==> config.mk <==
export PLATFORM = sky130hd
export DESIGN_NAME = aibio_outclk_phsel_ctrl
export DESIGN_NICKNAME = d
export VERILOG_FILES = /design/src/rtl/aibio_outclk_phsel_pkg.sv /design/src/rtl/aibio_phsel_settle_cnt.sv /design/src/rtl/aibio_outclk_phsel_ctrl.sv
export SDC_FILE = /design/constraint.sdc
export NUM_CORES = 1
export LEC_CHECK = 0
export ABC_AREA = 1
export CAP_MARGIN = 25
export CELL_PAD_IN_SITES_DETAIL_PLACEMENT = 0
export CELL_PAD_IN_SITES_GLOBAL_PLACEMENT = 1
export CORE_MARGIN = 3
export CORE_UTILIZATION = 37
export CTS_CLUSTER_DIAMETER = 150
export CTS_CLUSTER_SIZE = 14
export DETAILED_ROUTE_END_ITERATION = 10
export PLACE_DENSITY = 0.81
export REMOVE_ABC_BUFFERS = 1
export SLEW_MARGIN = 30
export SYNTH_ARGS = -nofsm -noshare
export SYNTH_HDL_FRONTEND = slang
export SYNTH_SLANG_ARGS = --single-unit
==> constraint.sdc <==
create_clock -name i_clk -period 2.3 [get_ports i_clk]
set_clock_uncertainty 0.05 [all_clocks]
set_input_delay 0.575 -clock i_clk [delete_from_list [all_inputs] [get_ports i_clk]]
set_output_delay 0.575 -clock i_clk [all_outputs]
set_load 0.03 [all_outputs]
==> src/rtl/aibio_outclk_phsel_pkg.sv <==
// Shared types and helpers for the output-clock phase-select sequencer.
// Phase count, state encoding and ring-direction decision live here.
package aibio_outclk_phsel_pkg;

    localparam int NPH  = 16;
    localparam int PH_W = 4;

    typedef enum logic [1:0] {
        IDLE,
        STEP,
        SETTLE,
        DONE
    } phsel_st_e;

    typedef enum logic [1:0] {
        DIR_NONE,
        DIR_UP,
        DIR_DN
    } ph_dir_e;

    // Shorter way around the ring; a half-ring tie resolves upward.
    function automatic ph_dir_e ph_dir(input logic [PH_W-1:0] cur,
                                       input logic [PH_W-1:0] tgt);
        logic [PH_W-1:0] diff;
        diff = tgt - cur;
        if (diff == '0) begin
            return DIR_NONE;
        end else if (diff <= PH_W'(NPH / 2)) begin
            return DIR_UP;
        end else begin
            return DIR_DN;
        end
    endfunction

endpackage

==> src/rtl/aibio_phsel_settle_cnt.sv <==
// Loadable down-counter timing the settle interval after each select update.
// Saturates at zero and flags it so the sequencer can branch on the same cycle.
module aibio_phsel_settle_cnt #(
    parameter int SETTLE_CYC = 8,
    localparam int CW        = $clog2(SETTLE_CYC + 1)
) (
    input  logic          clk,
    input  logic          rst_n,
    input  logic          load,
    input  logic          dec,
    input  logic [CW-1:0] load_val,
    output logic [CW-1:0] cnt,
    output logic          zero
);

    logic [CW-1:0] cnt_reg;

    always_ff @(posedge clk or negedge rst_n) begin
        if (!rst_n) begin
            cnt_reg <= '0;
        end else if (load) begin
            cnt_reg <= load_val;
        end else if (dec && (cnt_reg != '0)) begin
            cnt_reg <= cnt_reg - CW'(1);
        end
    end

    assign cnt  = cnt_reg;
    assign zero = (cnt_reg == '0);

endmodule

==> src/rtl/aibio_outclk_phsel_ctrl.sv <==
// Walks the 16-phase output-clock mux select toward a requested phase, one
// phase per step with a settle wait after each update, or in one load when asked.
module aibio_outclk_phsel_ctrl
    import aibio_outclk_phsel_pkg::*;
#(
    parameter int SETTLE_CYC = 8
) (
    input  logic            i_clk,
    input  logic            i_rst_n,
    input  logic            i_sel_vld,
    input  logic [PH_W-1:0] i_target_ph,
    input  logic            i_direct_ld,
    input  logic            i_abort,
    output logic [PH_W-1:0] o_clksel,
    output logic            o_busy,
    output logic            o_done
);

    localparam int CW = $clog2(SETTLE_CYC + 1);
    localparam logic [CW-1:0] SETTLE_LD = CW'(SETTLE_CYC - 1);

    phsel_st_e       state_reg;
    phsel_st_e       state_next;
    logic [PH_W-1:0] target_reg;
    logic            direct_reg;
    logic            abort_reg;
    logic [PH_W-1:0] clksel_reg;
    logic [PH_W-1:0] clksel_next;
    logic            busy_reg;
    logic            done_reg;

    logic            capture;
    logic            step_en;
    logic            cnt_load;
    logic            cnt_dec;
    logic            cnt_zero;
    logic [CW-1:0]   cnt_val;
    logic            abort_pend;
    ph_dir_e         dir;

    aibio_phsel_settle_cnt #(
        .SETTLE_CYC (SETTLE_CYC)
    ) u_settle_cnt (
        .clk      (i_clk),
        .rst_n    (i_rst_n),
        .load     (cnt_load),
        .dec      (cnt_dec),
        .load_val (SETTLE_LD),
        .cnt      (cnt_val),
        .zero     (cnt_zero)
    );

    assign dir        = ph_dir(clksel_reg, target_reg);
    assign abort_pend = abort_reg | i_abort;

    always_comb begin
        state_next = state_reg;
        capture    = 1'b0;
        step_en    = 1'b0;
        cnt_load   = 1'b0;
        cnt_dec    = 1'b0;
        case (state_reg)
            IDLE: begin
                if (i_sel_vld) begin
                    capture = 1'b1;
                    if ((i_target_ph == clksel_reg) && !i_direct_ld) begin
                        state_next = DONE;
                    end else begin
                        state_next = STEP;
                    end
                end
            end
            STEP: begin
                step_en    = 1'b1;
                cnt_load   = 1'b1;
                state_next = SETTLE;
            end
            SETTLE: begin
                cnt_dec = 1'b1;
                if (cnt_zero) begin
                    // An abort only takes effect once the running settle has elapsed.
                    if ((clksel_reg == target_reg) || abort_pend) begin
                        state_next = DONE;
                    end else begin
                        state_next = STEP;
                    end
                end
            end
            DONE: begin
                state_next = IDLE;
            end
            default: begin
                state_next = IDLE;
            end
        endcase
    end

    always_comb begin
        clksel_next = clksel_reg;
        if (step_en) begin
            if (direct_reg) begin
                clksel_next = target_reg;
            end else begin
                case (dir)
                    DIR_UP:  clksel_next = clksel_reg + PH_W'(1);
                    DIR_DN:  clksel_next = clksel_reg - PH_W'(1);
                    default: clksel_next = clksel_reg;
                endcase
            end
        end
    end

    always_ff @(posedge i_clk or negedge i_rst_n) begin
        if (!i_rst_n) begin
            state_reg  <= IDLE;
            target_reg <= '0;
            direct_reg <= 1'b0;
            abort_reg  <= 1'b0;
            clksel_reg <= '0;
            busy_reg   <= 1'b0;
            done_reg   <= 1'b0;
        end else begin
            state_reg  <= state_next;
            clksel_reg <= clksel_next;
            busy_reg   <= (state_reg != IDLE);
            done_reg   <= (state_reg == DONE);
            if (capture) begin
                target_reg <= i_target_ph;
                direct_reg <= i_direct_ld;
            end
            if (state_reg == IDLE) begin
                abort_reg <= 1'b0;
            end else if (((state_reg == STEP) || (state_reg == SETTLE)) && i_abort) begin
                abort_reg <= 1'b1;
            end
        end
    end

    assign o_clksel = clksel_reg;
    assign o_busy   = busy_reg;
    assign o_done   = done_reg;

    logic unused_cnt;
    assign unused_cnt = ^cnt_val;

endmodule

==> results.ini <==
[placed_design]
dpl-instance-area_mm2 = 0.00140
io_buffers = 14
place_congestion = 0.882
dp_hpwl_um = 1940

[die]
io_pins = 15
die_w_um = 62.7
die_h_um = 62.7
dieArea_mm2 = 0.00393
core.rowCount = 19
core_mm2 = 0.00290
start_util = 0.410

[grt]
grt_use_total = 0.136
globalRoute.totalOverflow = 0
grt_pass1_vias = 995
grt_max_degree = 19
antenna_found_initial = 0
grt_pass1_wl_um = 4340

[detailed_routing]
finalWirelength_um = 2460
drc_errors = 0
vias = 998
drtIter0Drc = 69
first_pass_iters = 4
drt-wirelength-per-cell_um = 11.8
drtAntennaViolNets = 0
vias_per_cell = 4.78

[worst_setup_path]
crit_slowest_cell = dfrtp_1
worstPathMaxFanout = 5
cp-end-kind = register
r2r_slack_ns = 0.16
r2r-start = o_clksel[2]$_DFFE_PN0P_
reg2reg_to = o_clksel[2]$_DFFE_PN0P_
reg2regPathDepth = 15
cp_common_cell = nand2_1
crit_required_ns = 2.43
crit_family = simple AND/OR/NAND/NOR gates
path_cells = inv_2 -> ha_4 -> or2_4 -> nand3_4 -> nand2_8 -> nand2_4 -> nand2_1 -> nand2_1 -> inv_2 -> ha_1 -> inv_1 -> nand2_1 -> xnor2_1 -> nor2_1 -> o22ai_1
cp_slowest_stage_delay_ns = 0.40
path_buf_inv = 3
setup.worst_path.start_class = register
critPathKind = register to register
crit_arrival_ns = 2.27

[yosys]
synth_cells = 142
yosysTopAreaCell = dfrtp_1
synthMuxAreaShare = 0.00947
syn_area_per_cell_um2 = 8.37
synth.distinct_cells = 30
synth_compound_area_frac = 0.158
synth_seq_area_share = 0.379
synth_top_area_frac = 0.379
synth_area_leaders = dfrtp_1 (38%), ha_1 (9.5%), nand2_1 (7.9%)
synth-xor-area-share = 0.0221
ys_ff_latch = 18
syn_area_mm2 = 0.00119
ys_warn_count = 0
synth_fa_ha_area_frac = 0.0947
synthSimpleGateAreaFrac = 0.254
synth_top_family_by_area = simple AND/OR/NAND/NOR gates

[sta]
period_share = 0.930
max_slew_margin = 0.768
worst_pin_slew_ns = 0.344
fin_crit_ns = 2.14
hold_viol_final = 0
slew_viol_final = 0
setup_viol = 0
clock.fmax_ghz = 0.468

[cells_and_area]
layout_common_cells = nand2_1 (22), inv_1 (19), dfrtp_1 (17)
layout.nets = 186
diodes = 0
drive_gt1_frac = 0.234
fillCellCount = 307
final_area_mm2 = 0.00151
area_growth_pct = 27.4
final_common_cell = nand2_1

[clocking]
cts-root-buf = clkbuf_4
worstSkewPairLatency_ns = 0.29
cts_sinks = 18
clk_pin_slew_ns = 0.11
htree_levels = 1
cts_made_buffers = 3
cts_tree = yes
clk_path_buf_depth = 2

[worst_hold_path]
min_to = u_settle_cnt.cnt[3]$_DFFE_PN0P_
min_path_cells = 1
worstHoldStart = u_settle_cnt.cnt[3]$_DFFE_PN0P_
hold_class = register to register

[job]
drv_cap = 0

[run_status]
status = completed

==> cell families (layout without fill, tap and decap cells) <==
kind of cell               Yosys count  count (layout)
AOI/OAI and AO/OA                   31              31
xor gates and xnor gates             3               3
adders and majority gates            9               9
buffers and inverters               26              51
DFF                                 18              18
muxes                                1               1
and+or+nand+nor                     54              54
==> synth_stat cells (all sizes together) <==
master / instances
a21oi: 12
a221oi: 1
a22oi: 1
a31oi: 2
clkinv: 1
dfrtp: 18
ha: 9
inv: 25
mux2: 1
nand2: 32
nand3: 10
nand4: 1
nor2: 9
nor4: 1
o211ai: 1
o21ai: 10
o21bai: 1
o22ai: 2
o31ai: 1
or2: 1
xnor2: 1
xor2: 2
==> routing by layer <==
layer  wire length, um  vias to the layer above  global-route usage
met2              1150                       26               0.216
met3               110                        2              0.0216
met4                15                        0              0.0523
met1              1190                      453               0.185
met5                 0                        -                   0
li1                  -                      517                   -
==> stage by stage <==
| step | TNS [ns] | hold slack [ns] | cells | setup WS [ns] | util |
|---|---|---|---|---|---|
| 5_1_grt | -0.00140 | 0.460 | 209 | -0.00140 | 0.522 |
| 3_3_place_gp | 0 | 0.404 | 201 | 0.0733 | 0.484 |
| 4_1_cts | 0 | 0.429 | 205 | 0.0228 | 0.497 |
| 6_report | 0 | 0.426 | 209 | 0.162 | 0.522 |
| 3_5_place_dp | 0 | 0.413 | 201 | 0.0558 | 0.484 |
| 2_1_floorplan | -0.137 | 0.229 | 142 | -0.128 | - |
==> repair_timing <==
item | CTS | global route
hold buffers | 0 | 0
buffers inserted | 0 | 4
resized for setup | 0 | 9
endpoints found under the setup margin | 0 | 2
==> how the worst max path moves through the flow <==
stage | startpoint | cells past startpoint | slack (ns) | endpoint
after floorplan | o_clksel[2]$_DFFE_PN0P_ | 15 | -0.13 | o_clksel[2]$_DFFE_PN0P_
after global placement | o_clksel[1]$_DFFE_PN0P_ | 16 | 0.07 | o_clksel[2]$_DFFE_PN0P_
after detailed placement | o_clksel[1]$_DFFE_PN0P_ | 16 | 0.06 | o_clksel[2]$_DFFE_PN0P_
after CTS | o_clksel[1]$_DFFE_PN0P_ | 16 | 0.02 | o_clksel[2]$_DFFE_PN0P_
after global routing | target_reg[1]$_DFFE_PN0P_ | 16 | -0.001 | o_clksel[2]$_DFFE_PN0P_
final | o_clksel[2]$_DFFE_PN0P_ | 15 | 0.16 | o_clksel[2]$_DFFE_PN0P_
==> layout make-up <==
type                            count  area, um^2  area share
Clock buffer                        4        36.3      0.0240
Inverter                           26         101      0.0669
Multi-Input combinational cell     98         679       0.449
Sequential cell                    18         452       0.298
Tap cell                           42        52.6      0.0347
Timing Repair Buffer               21         193       0.127
Power is left out: the tool's default activity adds up to more than one toggle a clock period on the data nets, which glitch-free logic cannot reach.
